**config.mk**
```make
export PLATFORM = sky130hd
export DESIGN_NAME = replacer_compact_flat
export DESIGN_NICKNAME = d
export VERILOG_FILES = /design/src/rtl/replacer_pkg.sv /design/src/rtl/replacer_compact_if.sv /design/src/rtl/replacer_compact.sv /design/src/flat_wrapper.sv
export SDC_FILE = /design/constraint.sdc
export NUM_CORES = 1
export LEC_CHECK = 0
export BUFFER_PORTS_ARGS = -buffer_cell sky130_fd_sc_hd__buf_2
export CAP_MARGIN = 10
export CORE_ASPECT_RATIO = 1.2
export CORE_MARGIN = 1
export CORE_UTILIZATION = 45
export DETAILED_ROUTE_END_ITERATION = 7
export PLACE_DENSITY = 0.79
export SYNTH_ARGS = -nofsm -noshare
export SYNTH_HDL_FRONTEND = slang
export SYNTH_SLANG_ARGS = --single-unit
```
**constraint.sdc**
```tcl
create_clock -name clk -period 2.7 [get_ports clk]
set_clock_uncertainty 0.05 [all_clocks]
set_input_delay 0.405 -clock clk [delete_from_list [all_inputs] [get_ports clk]]
set_output_delay 0.405 -clock clk [all_outputs]
set_load 0.05 [all_outputs]
```
**src/rtl/replacer_pkg.sv**
```systemverilog
// Shared token/state definitions for the replacer_compact encoder and replacer_extend decoder.
package replacer_pkg;

  localparam logic TOK_LIT = 1'b0;
  localparam logic TOK_RUN = 1'b1;
  localparam int   LEN_W   = 7;

  typedef struct packed {
    logic             tok_type;
    logic [LEN_W-1:0] len;
  } token_t;

  typedef enum logic [1:0] {
    ST_IDLE  = 2'd0,
    ST_LIT   = 2'd1,
    ST_RUN   = 2'd2,
    ST_FLUSH = 2'd3
  } state_t;

  function automatic token_t make_tok(input logic t, input logic [LEN_W-1:0] n);
    token_t tk;
    tk.tok_type = t;
    tk.len      = n;
    return tk;
  endfunction

endpackage

```
**src/rtl/replacer_compact_if.sv**
```systemverilog
// Source-FIFO read port plus vid/cnt sink-FIFO write ports of the run-length encoder.
interface replacer_compact_if;
  import replacer_pkg::*;

  logic [7:0] data_in;
  logic       data_empty;
  logic       last_in;
  logic       data_rd;

  logic [7:0] vid_out;
  logic       vid_wr;
  logic       vid_afull;

  token_t     cnt_out;
  logic       cnt_wr;
  logic       cnt_afull;
  logic       last_sign_out;

  modport master (
    input  data_in, data_empty, last_in, vid_afull, cnt_afull,
    output data_rd, vid_out, vid_wr, cnt_out, cnt_wr, last_sign_out
  );

  modport slave (
    output data_in, data_empty, last_in, vid_afull, cnt_afull,
    input  data_rd, vid_out, vid_wr, cnt_out, cnt_wr, last_sign_out
  );

endinterface

```
**src/rtl/replacer_compact.sv**
```systemverilog
// Splits a byte stream into literal bytes (vid FIFO) and run/copy count tokens (cnt FIFO).
// Read at N -> byte at N+1 -> writes at N+2 (flush token N+3); reads stall on empty/afull/clk_en.
module replacer_compact
  import replacer_pkg::*;
#(
  parameter int MAX_LEN     = 127,
  parameter int AFULL_SLACK = 2
) (
  input  logic               clk,
  input  logic               rst,
  input  logic               clk_en,
  input  logic [7:0]         key,
  replacer_compact_if.master bus
);

  if (MAX_LEN < 1 || MAX_LEN > 127) begin : g_bad_max_len
    $error("replacer_compact: MAX_LEN must be within 1..127");
  end
  if (AFULL_SLACK < 2) begin : g_bad_slack
    $error("replacer_compact: AFULL_SLACK must cover in-flight byte plus flush token");
  end

  localparam logic [LEN_W-1:0] MAX_L = LEN_W'(MAX_LEN);
  localparam logic [LEN_W-1:0] ONE   = LEN_W'(1);

  state_t           state_q, state_d;
  logic [LEN_W-1:0] count_q, count_d;
  logic             flush_type_q, flush_type_d;
  logic [7:0]       key_q;
  logic             rd_vld_q;
  logic             vid_wr_q, vid_wr_d;
  logic [7:0]       vid_q, vid_d;
  logic             cnt_wr_q, cnt_wr_d;
  token_t           cnt_q, cnt_d;
  logic             last_q, last_d;

  logic [7:0]       key_eff;
  logic             is_key, cls, cur_type, in_run, same, pending;
  state_t           cls_state;
  logic [LEN_W-1:0] cnt_inc;

  // The key is only followed while idle so a frame is encoded against one value.
  assign key_eff   = (state_q == ST_IDLE) ? key : key_q;
  assign is_key    = (bus.data_in == key_eff);
  assign cls       = is_key ? TOK_RUN : TOK_LIT;
  assign cls_state = is_key ? ST_RUN : ST_LIT;
  assign cur_type  = (state_q == ST_RUN) ? TOK_RUN : TOK_LIT;
  assign in_run    = (state_q == ST_LIT) || (state_q == ST_RUN);
  assign same      = in_run && (cls == cur_type);
  assign pending   = in_run && (count_q != '0);
  assign cnt_inc   = count_q + ONE;

  assign bus.data_rd = rst & clk_en & ~bus.data_empty & ~bus.vid_afull & ~bus.cnt_afull
                     & (state_q != ST_FLUSH) & ~(rd_vld_q & bus.last_in);

  always_comb begin
    state_d      = state_q;
    count_d      = count_q;
    flush_type_d = flush_type_q;
    vid_wr_d     = 1'b0;
    vid_d        = vid_q;
    cnt_wr_d     = 1'b0;
    cnt_d        = cnt_q;
    last_d       = 1'b0;

    if (state_q == ST_FLUSH) begin
      cnt_wr_d = 1'b1;
      cnt_d    = make_tok(flush_type_q, ONE);
      last_d   = 1'b1;
      count_d  = '0;
      state_d  = ST_IDLE;
    end else if (rd_vld_q) begin
      if (!is_key) begin
        vid_wr_d = 1'b1;
        vid_d    = bus.data_in;
      end
      if (same) begin
        if (bus.last_in || cnt_inc == MAX_L) begin
          cnt_wr_d = 1'b1;
          cnt_d    = make_tok(cls, cnt_inc);
          last_d   = bus.last_in;
          count_d  = '0;
          state_d  = bus.last_in ? ST_IDLE : state_q;
        end else begin
          count_d = cnt_inc;
        end
      end else if (pending) begin
        // Closing the old run uses this cycle's token slot; a final byte waits in FLUSH.
        cnt_wr_d = 1'b1;
        cnt_d    = make_tok(cur_type, count_q);
        if (bus.last_in) begin
          flush_type_d = cls;
          count_d      = '0;
          state_d      = ST_FLUSH;
        end else begin
          count_d = ONE;
          state_d = cls_state;
        end
      end else if (bus.last_in || MAX_L == ONE) begin
        cnt_wr_d = 1'b1;
        cnt_d    = make_tok(cls, ONE);
        last_d   = bus.last_in;
        count_d  = '0;
        state_d  = bus.last_in ? ST_IDLE : cls_state;
      end else begin
        count_d = ONE;
        state_d = cls_state;
      end
    end
  end

  always_ff @(posedge clk or negedge rst) begin
    if (!rst) begin
      state_q      <= ST_IDLE;
      count_q      <= '0;
      flush_type_q <= TOK_LIT;
      key_q        <= '0;
      rd_vld_q     <= 1'b0;
      vid_wr_q     <= 1'b0;
      vid_q        <= '0;
      cnt_wr_q     <= 1'b0;
      cnt_q        <= '0;
      last_q       <= 1'b0;
    end else if (clk_en) begin
      state_q      <= state_d;
      count_q      <= count_d;
      flush_type_q <= flush_type_d;
      if (state_q == ST_IDLE) key_q <= key;
      rd_vld_q     <= bus.data_rd;
      vid_wr_q     <= vid_wr_d;
      vid_q        <= vid_d;
      cnt_wr_q     <= cnt_wr_d;
      cnt_q        <= cnt_d;
      last_q       <= last_d;
    end
  end

  // A masked strobe is held, not lost: the sink only consumes it on an enabled edge.
  assign bus.vid_wr        = vid_wr_q & clk_en;
  assign bus.vid_out       = vid_q;
  assign bus.cnt_wr        = cnt_wr_q & clk_en;
  assign bus.cnt_out       = cnt_q;
  assign bus.last_sign_out = last_q & clk_en;

endmodule
```
**src/flat_wrapper.sv**
```systemverilog
// flat-port wrapper written by rule: the top's interface ports become plain ports
module replacer_compact_flat import replacer_pkg::*;
#(
  parameter int MAX_LEN     = 127,
  parameter int AFULL_SLACK = 2
)
  (clk, rst, clk_en, key, bus_data_in, bus_data_empty, bus_last_in, bus_vid_afull, bus_cnt_afull, bus_data_rd, bus_vid_out, bus_vid_wr, bus_cnt_out, bus_cnt_wr, bus_last_sign_out);
  replacer_compact_if bus_i ();
  input  logic clk;
  input  logic rst;
  input  logic clk_en;
  input  logic [7:0] key;
  input wire logic [$bits(bus_i.data_in)-1:0] bus_data_in;
  input wire logic [$bits(bus_i.data_empty)-1:0] bus_data_empty;
  input wire logic [$bits(bus_i.last_in)-1:0] bus_last_in;
  input wire logic [$bits(bus_i.vid_afull)-1:0] bus_vid_afull;
  input wire logic [$bits(bus_i.cnt_afull)-1:0] bus_cnt_afull;
  output wire logic [$bits(bus_i.data_rd)-1:0] bus_data_rd;
  output wire logic [$bits(bus_i.vid_out)-1:0] bus_vid_out;
  output wire logic [$bits(bus_i.vid_wr)-1:0] bus_vid_wr;
  output wire logic [$bits(bus_i.cnt_out)-1:0] bus_cnt_out;
  output wire logic [$bits(bus_i.cnt_wr)-1:0] bus_cnt_wr;
  output wire logic [$bits(bus_i.last_sign_out)-1:0] bus_last_sign_out;
  assign bus_i.data_in = bus_data_in;
  assign bus_i.data_empty = bus_data_empty;
  assign bus_i.last_in = bus_last_in;
  assign bus_i.vid_afull = bus_vid_afull;
  assign bus_i.cnt_afull = bus_cnt_afull;
  assign bus_data_rd = bus_i.data_rd;
  assign bus_vid_out = bus_i.vid_out;
  assign bus_vid_wr = bus_i.vid_wr;
  assign bus_cnt_out = bus_i.cnt_out;
  assign bus_cnt_wr = bus_i.cnt_wr;
  assign bus_last_sign_out = bus_i.last_sign_out;
  replacer_compact #(.MAX_LEN(MAX_LEN), .AFULL_SLACK(AFULL_SLACK)) u_core (.clk(clk), .rst(rst), .clk_en(clk_en), .key(key), .bus(bus_i));
endmodule
```
==> impl_metrics.ini, run 1 <==
[finish]
fin_nets = 322
n_antenna_cell = 0
stdcell_count = 354
mostFrequentLayoutCells = 42 x buf_2, 38 x dfrtp_1, 19 x buf_4
drive_gt1_frac = 0.422
postLayoutCellArea_sq_um = 3020
area_delta_synth_final_pct = 29.3
layout.cells.most_common = buf_2

[cts]
cts-root-buf = clkbuf_8
clockBufferDepth = 2
h-tree-depth = 2
cts_buffers = 5
path_clk_slew_ns = 0.07
cts_tree = yes
clk_latency_ns = 0.29
cts.sinks = 38

[critical_path]
crit_fanout = 7
required_ns = 2.83
worst_ep_arrival_time_ns = 2.92
cp-startpoint = u_core.state_q[1]
critical_path_class = reg2reg
r2r-start = u_core.state_q[1]
crit_path_start_kind = flip-flop
end_kind = flip-flop

[synthesis]
synthCells = 228
ys_seq_area_frac = 0.407
syn_avg_cell_area_sq_um = 10.3
synthArstFlopShare = 1.00
netlist_area_sq_um = 2340
ys_seq_elements = 38
yosysWarnings = 0
synth_cell_types = 45
ys.flop_type = dfrtp_1
synth_edf_count = 0
synth_fp_nets = 257

[global_route]
grt_pass1_vias = 1870
grt_max_degree = 39
antenna_found_initial = 0
grt_pass1_wl_mm = 8.51
grt_use_total = 0.211
overflow = 0

[run_status]
violations = negative setup slack
status = complete, but fails checks

[drt]
drtAntennaViolNets = 0
wl_per_cell_um = 15.7
routed_via_density = 5.79
drt-initial-drc-count = 93
route.detailed.drc = 0
drt-total-wl_mm = 5.55
firstDrtPassIters = 4
via_count = 2051

[job]
drv_cap = 0

[timing]
fmax_ghz = 0.357
slew_headroom = 0.533
finalMaxSlewViolations = 0
setup_viol = 7
fin_crit_sh = 1.04
post-route-min-period_ns = 2.80
worst_slack_ns = -0.0974
whs_ns = 0.188
hold_viol_final = 0
tightestPinTransition_ns = 0.700
rsz0062_at_grt = yes
finalSetupTns_ns = -0.634

[pwr]
leakagePower_nw = 1.40
irDropWorstVdd_uv = 681
p_per_area_nw_per_um2 = 860

[floorplanning]
die_height_um = 81.0
row_count = 28
initial_core_util = 0.470
dieArea_sq_um = 5490
core_sq_um = 4970
die_x_um = 67.8
ioPinCount = 43

[placed_design]
hpwl_mm = 3.95
place_area_sq_um = 2720
port_buffers = 42
placed_cells = 340
gp_congestion = 0.866

[worst_hold_path]
min_path_type = in2async
==> cell usage after synthesis, types with 6 or more instances <==
cell,n,share of area
nor2_1,10,0.016
ha_1,6,0.032
mux2_2,21,0.10
nand2_1,13,0.021
o21ai_0,11,0.024
xnor2_1,8,0.030
mux2i_1,10,0.043
a31o_2,6,0.022
nand4_1,6,0.016
nand3_1,6,0.013
a21o_1,7,0.022
inv_1,17,0.027
a21oi_1,12,0.026
and2_1,6,0.016
clkbuf_1,7,0.011
dfrtp_1,38,0.41
==> worst max-delay path, cell delays in order, from the launching register on <==
cell and delay (ns):
dfrtp_1 0.41, inv_2 0.08, ha_4 0.16, buf_6 0.10, mux2i_4 0.22, xnor2_2 0.11, nor4_4 0.37, buf_4 0.19
nand3_4 0.08, a21o_4 0.23, a41oi_4 0.22, buf_12 0.16, mux2_4 0.29
==> registers in the layout, summed over array words and instances (netlist names) <==
signal,cells
u_core.bus.cnt_out,8
u_core.bus.vid_out,8
u_core.cnt_wr_q,1
u_core.count_q,7
u_core.flush_type_q,1
u_core.key_q,8
u_core.last_q,1
u_core.rd_vld_q,1
u_core.state_q,2
u_core.vid_wr_q,1
==> timing repair <==
action / 4_1_cts / 5_1_grt
cloned: 0 / 0
pin swaps: 9 / 3
hold buffers: 0 / 0
endpoints found under the setup margin: 17 / 18
resized for setup: 15 / 20
buffers inserted: 5 / 1
==> per-stage QoR <==
| stage | power, mW | util | worst slack, ns |
|---|---|---|---|
| after global placement | 2.00 | 0.548 | -0.0576 |
| after CTS | 2.52 | 0.587 | -0.0303 |
| after detailed placement | 2.04 | 0.548 | -0.200 |
| final | 2.60 | 0.608 | -0.0974 |
| after floorplan | 1.72 | - | -0.102 |
| after global routing | 2.75 | 0.608 | -0.201 |
==> worst paths after layout <==
path                       cells past startpoint                     to  slack, ns
setup / recovery                              12  u_core.bus.cnt_out[3]       -0.1
hold reg to reg                                1        u_core.vid_wr_q       0.43
hold / removal                                 2      u_core.count_q[2]       0.19
min in group clk                               2        u_core.key_q[2]       0.32
setup reg to reg                              12  u_core.bus.cnt_out[3]       -0.1
max in group asynchronous                      2  u_core.bus.cnt_out[5]       2.06
==> power breakdown <==
group / total [mW] / leakage, nW / internal [mW] / switching (mW)
logic: 1.37 / 0.863 / 0.576 / 0.794
clock network: 0.395 / 0.0482 / 0.206 / 0.189
registers: 0.835 / 0.484 / 0.734 / 0.101
==> logic make-up (layout without fill, tap and decap cells) <==
kind of cell	after synthesis	count (layout)	share of synthesized area
muxes	32	32	0.149
adders and majority gates	6	6	0.0321
xor gates and xnor gates	8	8	0.0300
and+or+nand+nor	64	64	0.173
DFF	38	38	0.407
AOI/OAI and AO/OA	53	53	0.161
buffers and inverters	27	93	0.0487
==> layout make-up <==
| cell class | instances | area (sq um) |
|---|---|---|
| multi-input combinational | 163 | 1400 |
| tap | 60 | 75.1 |
| fill | 415 | 1950 |
| clock inverter | 1 | 5.00 |
| clock buffer | 7 | 86.3 |
| inverter | 17 | 63.8 |
| sequential | 38 | 951 |
| timing repair buffer | 68 | 444 |
==> layer usage <==
| layer | share of wire | GRT usage | vias up | routed length [um] |
|---|---|---|---|---|
| met3 | 0.039 | 0.0337 | 16 | 214 |
| met4 | 0.026 | 0.108 | 0 | 146 |
| met5 | 0 | 0 | - | 0 |
| met1 | 0.41 | 0.248 | 1008 | 2300 |
| met2 | 0.52 | 0.363 | 65 | 2890 |
| li1 | - | - | 962 | - |
(Power assumes the default switching activity.)
==> inputs of run 2 (changes only) <==
--- a/config.mk
+++ b/config.mk
@@ -7,2 +7,3 @@
 export LEC_CHECK = 0
+export ABC_AREA = 1
 export BUFFER_PORTS_ARGS = -buffer_cell sky130_fd_sc_hd__buf_2
==> constraint.sdc (replaced) <==
create_clock -name clk -period 2.7 [get_ports clk]
set_clock_uncertainty 0.05 [all_clocks]
set_input_delay 0.27 -clock clk [delete_from_list [all_inputs] [get_ports clk]]
set_output_delay 0.27 -clock clk [all_outputs]
set_load 0.05 [all_outputs]
==> impl_metrics.ini, run 2 <==
[synthesis]
synth_common_cells = 130 x nand2_1, 41 x inv_1, 38 x dfrtp_1, 25 x nand3_1, 25 x nor2_1
synth_most_common_cell = nand2_1
syn_avg_cell_area_sq_um = 6.94
yosysWarnings = 0
synthCells = 345
synth_edf_count = 0
synth_fp_nets = 374
ys.flop_type = dfrtp_1
synth_top_area_cell = dfrtp_1
netlist_area_sq_um = 2390
netlist.area_leader.share = 0.397
ys_seq_elements = 38
synth_cell_types = 31
synthArstFlopShare = 1.00
ys_seq_area_frac = 0.397
synth.area.top_cells = dfrtp_1 40%, nand2_1 20%, inv_1 6.4%

[finish]
fin_nets = 420
nFillCells = 510
postLayoutCellArea_sq_um = 2780
mostFrequentLayoutCells = 130 x nand2_1, 42 x buf_2, 41 x inv_1
stdcell_count = 451
layout.cells.most_common = nand2_1
drive_gt1_frac = 0.199
regArea_sq_um = 951
utilization = 0.556
area_delta_synth_final_pct = 16.2
n_antenna_cell = 0
multiInputGateArea_sq_um = 1230

[drt]
drt-total-wl_mm = 5.51
drtAntennaViolNets = 0
routed_via_density = 5.11
wl_per_cell_um = 12.2
route.detailed.drc = 0
drt-initial-drc-count = 133
via_count = 2303
firstDrtPassIters = 4

[critical_path]
end_kind = flip-flop
path_cells = inv_1 > ha_1 > inv_4 > nand2_1 > nand2_1 > nand2_1 > nand2_1 > nand3_1 > nor2_2 > nand2_2 > nand2_2 > nand3_4 > o21ai_1 > nor2_4 > nand2_1 > nand2_1
ff2ff_setup_slack_ns = 0.26
crit_path_start_kind = flip-flop
crit_fanout = 16
path_common_cell = nand2_1
critical-path-max-stage-delay_ns = 0.40
critPathSlowestCell = dfrtp_1
worst_ep_arrival_time_ns = 2.58
cp-startpoint = u_core.state_q[0]
required_ns = 2.84
r2r-start = u_core.state_q[0]
critical_path_class = reg2reg

[global_route]
grt_max_degree = 39
grt_use_total = 0.220
grt_pass1_wl_mm = 9.11
antenna_found_initial = 0
overflow = 0
grt_pass1_vias = 2047

[cts]
cts_buffers = 5
clk_latency_ns = 0.29
cts-root-buf = clkbuf_8
cts.sinks = 38
cts_hold_buf = 0
path_clk_slew_ns = 0.08
cts_tree = yes
clockBufferDepth = 2
h-tree-depth = 2

[floorplanning]
ioPinCount = 43
die_height_um = 81.9
row_count = 28
initial_core_util = 0.478
core_sq_um = 5010
die_x_um = 68.6
dieArea_sq_um = 5620

[pwr]
power.internal_mw = 1.60
seq_power_share = 0.281
swShare = 0.505
p_clk_frac = 0.155
power.net_switching_mw = 1.63
total_power_mw = 3.22
p_per_area_nw_per_um2 = 1160
irDropWorstVdd_uv = 554
leakagePower_nw = 1.55
comb_power_share = 0.564

[timing]
tightestPinTransition_ns = 0.488
post-route-min-period_ns = 2.44
setup_viol = 0
finalSetupTns_ns = 0
finalMaxSlewViolations = 0
fin_crit_sh = 0.903
fmax_ghz = 0.410
hold_viol_final = 0
slew_headroom = 0.674
rsz0062_at_grt = no

[placed_design]
placed_cells = 444
gp_congestion = 0.891
hpwl_mm = 4.09
place_area_sq_um = 2670
port_buffers = 42

[job]
drv_cap = 0

[run_status]
status = completed

[worst_hold_path]
min_path_type = in2async
-- run 2: cell types whose count changed after synthesis, sizes merged, moves of 5 or more --
cell and change:
nand2 +130, inv +25, mux2 -22, nand3 +20, nor2 +20, o21ai +12, mux2i -10, a21o -8
a21oi -8, xnor2 -8, a31o -6, and2 -5, o22ai +5
-- run 2: worst paths after layout --
kind	depth (start not counted)	to
max	16	u_core.bus.cnt_out[2]
min	2	u_core.key_q[7]
max reg2reg	16	u_core.bus.cnt_out[2]
min reg2reg	2	u_core.bus.cnt_out[0]
max in group asynchronous	2	u_core.count_q[2]
min in group clk	3	u_core.bus.vid_out[5]
-- run 2: layer usage --
layer / wire length, um / vias to the layer above / GRT usage
met3: 207 / 9 / 0.0514
met2: 2780 / 53 / 0.378
met5: 0 / - / 0
li1: - / 1176 / -
met1: 2450 / 1065 / 0.258
met4: 78 / 0 / 0.0917
-- run 2: area by class of cell --
| type | count | share of cell area |
|---|---|---|
| multi-input combinational | 256 | 0.443 |
| sequential | 38 | 0.342 |
| timing repair buffer | 47 | 0.0890 |
| inverter | 43 | 0.0589 |
| clock buffer | 6 | 0.0297 |
| tap | 60 | 0.0270 |
| clock inverter | 1 | 0.0108 |
-- run 2: cell families (layout without fill, tap and decap cells) --
logic type      after synthesis  in the layout  share of synthesized area
compound gates               39             39                     0.0899
buf+inv                      51             97                     0.0904
xor+xnor                      1              1                    0.00366
simple gates                210            210                      0.388
fa+ha+maj                     6              6                     0.0313
flops                        38             38                      0.397
-- run 2: through the flow --
step	worst slack, ns	hold WS [ns]
final	0.261	0.0275
after global routing	0.00553	0.0697
after CTS	0.183	0.0581
after detailed placement	0.235	0.380
after global placement	0.395	0.374
after floorplan	0.442	-0.0756
-- run 2: worst max-delay path, delay by kind of cell, from the launching register on --
family	cells	cell delay (ns)
buf+inv	2	0.23
fa+ha+maj	1	0.26
compound gates	1	0.26
simple gates	12	1.14
flops	1	0.40
-- run 2: what timing repair did --
action                                  CTS  global route
buffers inserted                          0             0
resized for setup                         0             1
endpoints found under the setup margin    0             9
-- run 2: power groups by stage --
stage          clock, mW  sequential, mW  combinational [mW]
2_1_floorplan          0            1.25                1.11
3_3_place_gp           0           0.910                1.77
3_5_place_dp           0           0.914                1.80
4_1_cts            0.509           0.906                1.81
5_1_grt            0.528           0.934                2.04
6_report           0.501           0.905                1.82
